===== config.mk =====
export PLATFORM = sky130hd
export DESIGN_NAME = data_mem_access
export DESIGN_NICKNAME = d
export VERILOG_FILES = /design/src/rtl/data_mem_access.sv
export SDC_FILE = /design/constraint.sdc
export NUM_CORES = 1
export LEC_CHECK = 0
export ABC_CLOCK_PERIOD_IN_PS = 5400
export CAP_MARGIN = 20
export CORE_MARGIN = 1.5
export CORE_UTILIZATION = 46
export CTS_BUF_LIST = sky130_fd_sc_hd__clkbuf_16
export DETAILED_ROUTE_END_ITERATION = 6
export PLACE_DENSITY = 0.94
export SYNTH_ARGS = -nofsm -noshare
export SYNTH_HDL_FRONTEND = slang
export SYNTH_SLANG_ARGS = --single-unit

===== constraint.sdc =====
create_clock -name clk -period 5.4 [get_ports clk]
set_input_delay 1.08 -clock clk [delete_from_list [all_inputs] [get_ports clk]]
set_output_delay 1.08 -clock clk [all_outputs]
set_load 0.02 [all_outputs]

===== src/rtl/data_mem_access.sv =====
// MEM-stage data memory access unit: alignment check, one outstanding
// req/addr_ok/data_ok bus transaction, pipeline stall and load-data extension.
module data_mem_access (
  input  logic        clk,
  input  logic        rst,
  input  logic        mem_en,
  input  logic [3:0]  mem_wmask,
  input  logic [3:0]  mem_rwidth,
  input  logic        load_signed,
  input  logic [31:0] addr,
  input  logic [31:0] wdata,
  input  logic        flush,
  output logic        stall,
  output logic        done,
  output logic [31:0] rdata,
  output logic        adel,
  output logic        ades,
  output logic        data_req,
  output logic        data_wr,
  output logic [1:0]  data_size,
  output logic [31:0] data_addr,
  output logic [31:0] data_wdata,
  input  logic        data_addr_ok,
  input  logic [31:0] data_rdata,
  input  logic        data_data_ok
);

  localparam int unsigned DW = 32;
  localparam int unsigned MW = 4;

  localparam logic [MW-1:0] W_WORD = 4'b1111;
  localparam logic [MW-1:0] W_HALF = 4'b0011;
  localparam logic [MW-1:0] W_BYTE = 4'b0001;

  localparam logic [1:0] SZ_BYTE = 2'b00;
  localparam logic [1:0] SZ_HALF = 2'b01;
  localparam logic [1:0] SZ_WORD = 2'b10;

  typedef enum logic [2:0] {
    S_IDLE,
    S_REQ,
    S_WAIT,
    S_DONE,
    S_DRAIN
  } state_t;

  state_t state_q, state_d;

  logic          is_load;
  logic          is_store;
  logic [MW-1:0] acc_width;
  logic          misaligned;
  logic          go;
  logic [1:0]    size_c;
  logic [DW-1:0] wdata_rep;

  logic [1:0]    off_q;
  logic [MW-1:0] rwidth_q;
  logic          signed_q;

  logic [7:0]    byte_sel;
  logic [15:0]   half_sel;
  logic [DW-1:0] load_ext;

  // Access decode: width, alignment and bus-facing store data.
  always_comb begin
    is_store   = |mem_wmask;
    is_load    = |mem_rwidth;
    acc_width  = is_store ? mem_wmask : mem_rwidth;
    misaligned = ((acc_width == W_WORD) && (addr[1:0] != 2'b00)) ||
                 ((acc_width == W_HALF) && addr[0]);
    size_c     = SZ_BYTE;
    wdata_rep  = {4{wdata[7:0]}};
    if (acc_width == W_WORD) begin
      size_c    = SZ_WORD;
      wdata_rep = wdata;
    end else if (acc_width == W_HALF) begin
      size_c    = SZ_HALF;
      wdata_rep = {2{wdata[15:0]}};
    end
  end

  assign adel = mem_en & is_load & misaligned;
  assign ades = mem_en & is_store & misaligned;
  assign go   = mem_en & ~misaligned & ~flush;

  // Next-state and stall. An addr_ok that coincides with flush still leaves a
  // response in flight, so it is drained rather than dropped.
  always_comb begin
    state_d = state_q;
    stall   = 1'b0;
    unique case (state_q)
      S_IDLE: begin
        if (go) begin
          state_d = S_REQ;
          stall   = 1'b1;
        end
      end
      S_REQ: begin
        stall = ~flush;
        if (data_addr_ok) begin
          state_d = flush ? S_DRAIN : S_WAIT;
        end else if (flush) begin
          state_d = S_IDLE;
        end
      end
      S_WAIT: begin
        stall = ~flush;
        if (flush) begin
          state_d = data_data_ok ? S_IDLE : S_DRAIN;
        end else if (data_data_ok) begin
          state_d = S_DONE;
        end
      end
      S_DONE: begin
        state_d = S_IDLE;
      end
      S_DRAIN: begin
        stall = mem_en;
        if (data_data_ok) begin
          state_d = S_IDLE;
        end
      end
      default: begin
        state_d = S_IDLE;
      end
    endcase
  end

  // Load extraction from the latched byte offset and width.
  always_comb begin
    byte_sel = data_rdata[{off_q, 3'b000} +: 8];
    half_sel = off_q[1] ? data_rdata[31:16] : data_rdata[15:0];
    load_ext = data_rdata;
    if (rwidth_q == W_BYTE) begin
      load_ext = {{24{signed_q & byte_sel[7]}}, byte_sel};
    end else if (rwidth_q == W_HALF) begin
      load_ext = {{16{signed_q & half_sel[15]}}, half_sel};
    end
  end

  always_ff @(posedge clk) begin
    if (rst) begin
      state_q    <= S_IDLE;
      data_req   <= 1'b0;
      data_wr    <= 1'b0;
      data_size  <= SZ_BYTE;
      data_addr  <= '0;
      data_wdata <= '0;
      done       <= 1'b0;
      rdata      <= '0;
      off_q      <= 2'b00;
      rwidth_q   <= '0;
      signed_q   <= 1'b0;
    end else begin
      state_q  <= state_d;
      data_req <= (state_d == S_REQ);
      done     <= (state_d == S_DONE);
      if ((state_q == S_IDLE) && go) begin
        data_wr    <= is_store;
        data_size  <= size_c;
        data_addr  <= addr;
        data_wdata <= wdata_rep;
        off_q      <= addr[1:0];
        rwidth_q   <= mem_rwidth;
        signed_q   <= load_signed;
      end
      if ((state_q == S_WAIT) && data_data_ok && !flush && (rwidth_q != '0)) begin
        rdata <= load_ext;
      end
    end
  end

endmodule


Word-level counts from Yosys, hierarchy flattened
Cells that the tools add are included.
- output and inout bits: 104
- bits in registers: 111
- input port bits: 111
- logic and storage cells: 64
- reductions and logical operators: 14
- equal/unequal tests: 9
- shift-type cells: 1
- multiplexer cells: 19
- bitwise operators: 10
- operators by type and width (cell ; number):
    two-way mux 32 bit ; 4
    indexed part select 32 x 6 -> 8 bit ; 1
    two-way mux 3 bit ; 8
    two-way mux 16 bit ; 1
    case mux 3 bit (4 select lines) ; 1
    bitwise AND 1 bit ; 8
    == test 4 x 2 -> 1 bit, second input constant ; 2
    OR reduction 4 bit ; 2
    == test 3 x 1 -> 1 bit, second input constant ; 2
    == test 3 x 2 -> 1 bit, second input constant ; 2
    logical AND 1 bit ; 6
    == test 4 x 1 -> 1 bit, second input constant ; 1
    == test 4 bit, second input constant ; 1
    two-way mux 4 bit ; 1
    nonzero test 4 bit ; 1
    == test 3 bit, second input constant ; 1
    zero test 3 bit ; 1
    case mux 1 bit (3 select lines) ; 1
    two-way mux 1 bit ; 2
    two-way mux 2 bit ; 1
    NOT 1 bit ; 2
    nonzero test 2 bit ; 1
    OR reduction 2 bit ; 1
    zero test 1 bit ; 1
    logical OR 1 bit ; 1

Longest topological paths before layout
- depth in word-level cells: 11
- gate-level depth with buffers: 8
- depth with buffers taken out: 5

Worst setup path before layout
No wires, ideal clock.
- path type: input to output
- start: input mem_wmask[3]
- end: output stall
- buffers on the path: 2
- required time: 4320 ps
- data arrival time: 2628 ps
- cell stages on the path: 7
- slack: 1692 ps
- cells stage by stage: or4b_1 a211oi_2 o21ai_0 buf_2 buf_1 nand4b_1 nand3_1
- cells in the longest elaborated chain, start to end: 10
- elaborated cells on any way between the ends: 12
- classes of those cells: eq/ne: 2; mux: 3; bitwise: 3; reduce/logical: 4
- ends and longest elaborated chain (element ; line ; RTL):
    from (decl) ; 7 ; input logic [3:0] mem_wmask,
    OR reduction 4 bit ; 67 ; is_store = |mem_wmask;
    two-way mux 4 bit * ; 69 ; acc_width = is_store ? mem_wmask : mem_rwidth;
    == test 4 bit or == test 4 x 2 -> 1 bit (tied branches) ; 70, 71 ;
    logical AND 1 bit (on tied branches) ; 70, 71 ;
    logical OR 1 bit * ; 70 ; misaligned = ((acc_width == W_WORD) && (addr[1:0] != 2'b00)) ||
    NOT 1 bit * ; 85 ; assign go = mem_en & ~misaligned & ~flush;
    bitwise AND 1 bit * (2 in a row) ; 85 ;
    two-way mux 1 bit * ; 94 ; if (go) begin
    case mux 1 bit (3 select lines) * ; 92 ; unique case (state_q)
    to (decl) ; 13 ; output logic stall,
Every way passes the cells marked *; elsewhere a longest branch is shown, timed or not.

Worst setup path after layout
- start: input mem_wmask[3]
- end: output adel
- cells in the longest elaborated chain, start to end: 6
- elaborated cells on any way between the ends: 8
- classes of those cells: eq/ne: 2; mux: 1; bitwise: 1; reduce/logical: 4
- ends and longest elaborated chain (element ; line ; RTL):
    OR reduction 4 bit ; 67 ;
    two-way mux 4 bit * ; 69 ;
    == test 4 bit or == test 4 x 2 -> 1 bit (tied branches) ; 70, 71 ;
    logical AND 1 bit (on tied branches) ; 70, 71 ;
    logical OR 1 bit * ; 70 ;
    bitwise AND 1 bit * ; 83 ; assign adel = mem_en & is_load & misaligned;
    to (decl) ; 16 ; output logic adel,
Marked as above.

==> flow_metrics.env <==
export IMPL_cts_buffers=9
export IMPL_overflow=0
export IMPL_fin_skew_ns=0.0143
export IMPL_grt_pass1_wl_mm=26.3
export IMPL_ir_worst_vdd_v=0.000209
export IMPL_cts_clk_slew_worst_paths_ns=0.07
export IMPL_routed_wl_mm=17.0
export IMPL_seq_area_um2=2180
export IMPL_htreeDepth=3
export IMPL_hold_depth=2
export IMPL_clock_path_buffers=2
export IMPL_areaGrowthSynthToFinish_pct=47.8
export IMPL_ys_flop_type="dfxtp_1"
export IMPL_finalPower_mw=1.94
export IMPL_antenna_found_initial=0
export IMPL_synth_edf_count=0
export IMPL_postCtsHoldBufs=0
export IMPL_first_global_vias=5279
export IMPL_dp_hpwl_mm=11.8
export IMPL_synthesis_area_um2=5110
export IMPL_crit_buf_inv=2
export IMPL_yosys_warnings=0
export IMPL_grt_max_degree=74
export IMPL_hp_start="data_size[0]$_SDFFE_PP0P_"
export IMPL_fin_setup_tns_ns=0
export IMPL_core_um2=10800
export IMPL_r2r_worst_path_cells=5
export IMPL_regToRegSetupSlack_ns=2.59
export IMPL_tightest_slew_ns=1.08
export IMPL_drv_cap=0
export IMPL_place_congestion=0.850
export IMPL_start_util_pct=47.2
export IMPL_cp_max_fo=6
export IMPL_layout_common_cells="clkdlybuf4s50_1 (213), dfxtp_1 (109), a21oi_1 (83)"
export IMPL_critPathLaunchType="input pin"
export IMPL_min_period_ns=4.74
export IMPL_worstSkewPairLatency_ns=0.34
export IMPL_critPathMostFrequentCell="clkdlybuf4s50_1"
export IMPL_netlist_instances=593
export IMPL_path_cells="clkdlybuf4s50_1 -> or4_4 -> o21ai_0 -> o21a_2 -> nand2_1 -> a21oi_1 -> clkdlybuf4s50_1"
export IMPL_hold_path_class="reg -> reg"
export IMPL_ioPinCount=215
export IMPL_p_leak_nw=2.52
export IMPL_dp_cells=898
export IMPL_finalHoldViolCount=0
export IMPL_drt_pass1_iter_count=5
export IMPL_min_to="data_size[0]$_SDFFE_PP0P_"
export IMPL_cts_resized_gates=0
export IMPL_post_drt_wl_per_cell_um=18.6
export IMPL_cts_tree="built"
export IMPL_required_ns=4.32
export IMPL_cts_root_buf="clkbuf_16"
export IMPL_cpMaxStageDelayCell="clkdlybuf4s50_1"
export IMPL_final_common_cell="clkdlybuf4s50_1"
export IMPL_worst_setup_path_end_kind="output port"
export IMPL_rr_startpoint="data_addr[1]$_SDFFE_PP0P_"
export IMPL_syn_nets=704
export IMPL_final_instance_count_excl_fill=915
export IMPL_synth_cell_types=50
export IMPL_multi_input_area_um2=2670
export IMPL_numPortBuffers=214
export IMPL_ant_nets=0
export IMPL_die_h_um=108
export IMPL_slew_headroom_pct=28.2
export IMPL_rows=38
export IMPL_fill_cells=803
export IMPL_layout_nets=881
export IMPL_period_share_pct=87.8
export IMPL_drv_slew=0
export IMPL_via_count=5512
export IMPL_crit_family="buffers and inverters"
export IMPL_worstPathArrival_ns=3.66
export IMPL_first_iter_violations=387
export IMPL_drc=0
export IMPL_status="completed"
export IMPL_crit_type="in -> out"
export IMPL_fmax_mhz=211
export IMPL_startpoint="mem_wmask[3]"
export IMPL_fp_dieArea_um2=11800
export IMPL_synth_avg_cell_area_um2=8.63
export IMPL_die_w_um=108
export IMPL_critPathMaxStageDelay_ns=0.65
export IMPL_worst_r2r_endpoint="rdata[20]$_SDFFE_PP0P_"
export IMPL_antennaDiodeCount=0
export IMPL_post_cts_buffers=0
export IMPL_synth_yosys_seq_area_share_pct=42.7
export IMPL_drive_gt1_share_pct=8.13
export IMPL_rsz0062_at_grt="false"
export IMPL_cts_sinks=109
export IMPL_synth_seq_cells=109
export IMPL_final_setup_viol_count=0
export IMPL_power_density_nw_per_um2=257
export IMPL_grt_usage_pct=28.1
export IMPL_avgViaCountPerCell=6.02
export IMPL_async_flop_share_pct=0
[logic make-up after synthesis]
| family | share of synthesized area, % |
|---|---|
| AO/OA/AOI/OAI | 27.3 |
| XOR/XNOR | 0.171 |
| buffers and inverters | 5.48 |
| flip-flops | 42.7 |
| multiplexers | 7.22 |
| AND/OR/NAND/NOR | 17.2 |
[worst min-delay path, delay by kind of cell (launching register included)]
family,cells,cell delay [ns]
compound gates,2,0.12
flops,1,0.31
[metal layers]
layer / GRT usage [%] / vias up / share of wire (%)
li1: - / 2531 / -
met1: 34.5 / 2627 / 39
met2: 48.5 / 319 / 50
met3: 5.85 / 35 / 8.3
met4: 9.87 / 0 / 2.6
met5: 0 / - / 0
[layout make-up]
class	instances	area share [%]
clock buffer	9	2.98
tap	140	2.32
multi-input combinational	426	35.3
clock inverter	7	1.29
timing repair buffer	222	29.2
inverter	2	0.0993
sequential	109	28.9
[per-stage QoR]
step / utilization, % / instance area, µm² / setup WS, ns / hold WS [ns]
after floorplan: - / 5110 / 1.69 / 0.463
after global placement: 66.6 / 7220 / 0.696 / 0.462
after detailed placement: 66.6 / 7220 / 0.679 / 0.469
after CTS: 69.6 / 7540 / 0.666 / 0.479
after global routing: 69.7 / 7560 / 0.578 / 0.500
final: 69.7 / 7560 / 0.660 / 0.480
[registers in the layout, summed over array words and instances (netlist names)]
| signal | count |
|---|---|
| data_addr | 32 |
| data_req | 1 |
| data_size | 2 |
| data_wdata | 32 |
| data_wr | 1 |
| done | 1 |
| rdata | 32 |
| rwidth_q | 4 |
| signed_q | 1 |
| state_q | 3 |
[synthesized netlist by cell type (all sizes together), types with 2 or more instances]
cell,count,area share (%)
buf,23,2.8
or4,2,0.37
o21a,2,0.32
nand2,41,3.0
o31ai,3,0.54
mux4,7,3.1
a22oi,8,1.2
nor4,2,0.24
and3,4,0.49
o32ai,7,1.2
inv,2,0.15
a311oi,16,3.1
dfxtp,109,43
mux2i,11,2.2
clkbuf,33,2.5
o21ai,52,5.1
nor2,47,3.5
o22ai,2,0.24
nor2b,8,0.98
nor3,8,0.78
a21oi,84,8.4
a221oi,2,0.34
nand2b,11,1.3
nand3,52,5.1
a211oi,35,6.2
mux2,9,2.0
[how the worst max path moves through the flow]
stage / to / slack, ns / cells after the start
2_1_floorplan: stall / 1.69 / 7
3_3_place_gp: adel / 0.70 / 7
3_5_place_dp: adel / 0.68 / 7
4_1_cts: adel / 0.67 / 7
5_1_grt: adel / 0.58 / 7
6_report: adel / 0.66 / 7
[report_power, final]
part | internal [mW] | total, mW | leakage (nW) | switching, mW
clock network | 0.410 | 0.718 | 0.158 | 0.309
logic | 0.182 | 0.365 | 1.47 | 0.183
registers | 0.837 | 0.860 | 0.887 | 0.0233
total | 1.43 | 1.94 | 2.52 | 0.515
No activity file was read; power rests on OpenSTA's default activity.
==> RTL change (same settings) <==
Make the reset (`rst`) asynchronous in one clocked block.
--- a/src/rtl/data_mem_access.sv
+++ b/src/rtl/data_mem_access.sv
@@ -139,7 +139,7 @@
     end
   end
 
-  always_ff @(posedge clk) begin
+  always_ff @(posedge clk or posedge rst) begin
     if (rst) begin
       state_q    <= S_IDLE;
       data_req   <= 1'b0;
Behaviour: differs if rst is asserted again (counterexample within 4 cycles, from zero or initial values and one cycle with rst high); with rst held inactive, the same outputs for 10 cycles.
==> RTL change against the original RTL <==
- first-iteration DRC count decreased by 30%
- worst setup slack got worse by 40 ps
- routed wire length decreased by 11%
- sequential share of layout area increased by 6.8 points
- design area increased by 1.0%
- highest routed layer unchanged
- global-route usage decreased by 2.3 points
- sequential cell count unchanged
- synthesized cell count decreased by 28%
- hold slack improved by 28 ps
- critical path depth decreased by 1
- area after synthesis increased by 1.0%
- count of clock-buffer cells in the layout unchanged
Power is not compared: it rests on default switching activity, and its combinational part moved more than twofold at a synthesized area within 25%.
==> RTL change: results <==
[critical_path]
r2r_cells = 4
worst_path_max_delay_cell = "or4b_4"
cp-startpoint = "flush"
r2r_end = "data_addr[19]$_DFFE_PP0P_"

[finish]
regArea_sq_um = 2730
nNetsFinal = 742
drive_gt1_share_pct = 14.9
n_fill_cell = 809
multi_input_cells = 290

[detailed_routing]
firstDrtPassIters = 7
met2_length_mm = 7.93
vias = 4324
drtIter0Drc = 272

[synth]
syn_nets = 539
syn_area_per_cell_sq_um = 12.1
synthMuxAreaShare_pct = 20.5
ys.flop_type = "dfrtp_1"
synth-xor-area-share_pct = 0.169

[outcome]
outcome = "complete, no violations"

[worst_hold_path]
hold_end = "data_wdata[1]$_DFFE_PP0P_"
holdPathStages = 1
min_from = "data_wdata[1]$_DFFE_PP0P_"

[placed_design]
hpwl_mm = 11.3

[grt]
use_met2_pct = 43.4
grtUsageTotal_pct = 25.7
grt_max_degree = 86
-- RTL change: cell types whose count changed in the layout (fill, tap and decap cells not counted), sizes merged, moves of 14 or more --
cell     delta
mux2       +47
a311oi     -16
nand3      -51
mux2i      +14
dfrtp     +109
a21oi      -56
dfxtp     -109
a211oi     -35
a2bb2oi    +16
o21ai      -30
-- RTL change: cells by family (layout without fill, tap and decap cells) --
family,count (synthesis),in the layout
flip-flops,109,109
AO/OA/AOI/OAI,93,93
multiplexers,89,89
AND/OR/NAND/NOR,107,107
other,0,1
XOR/XNOR,1,1
buffers and inverters,29,237
-- RTL change: power groups by stage --
stage / clock network [uW] / logic (uW) / registers, uW
6_report: 619 / 1640 / 1340
5_1_grt: 663 / 1730 / 1380
4_1_cts: 629 / 1650 / 1340
3_5_place_dp: 0 / 1640 / 1350
3_3_place_gp: 0 / 1600 / 1330
2_1_floorplan: 0 / 494 / 1660
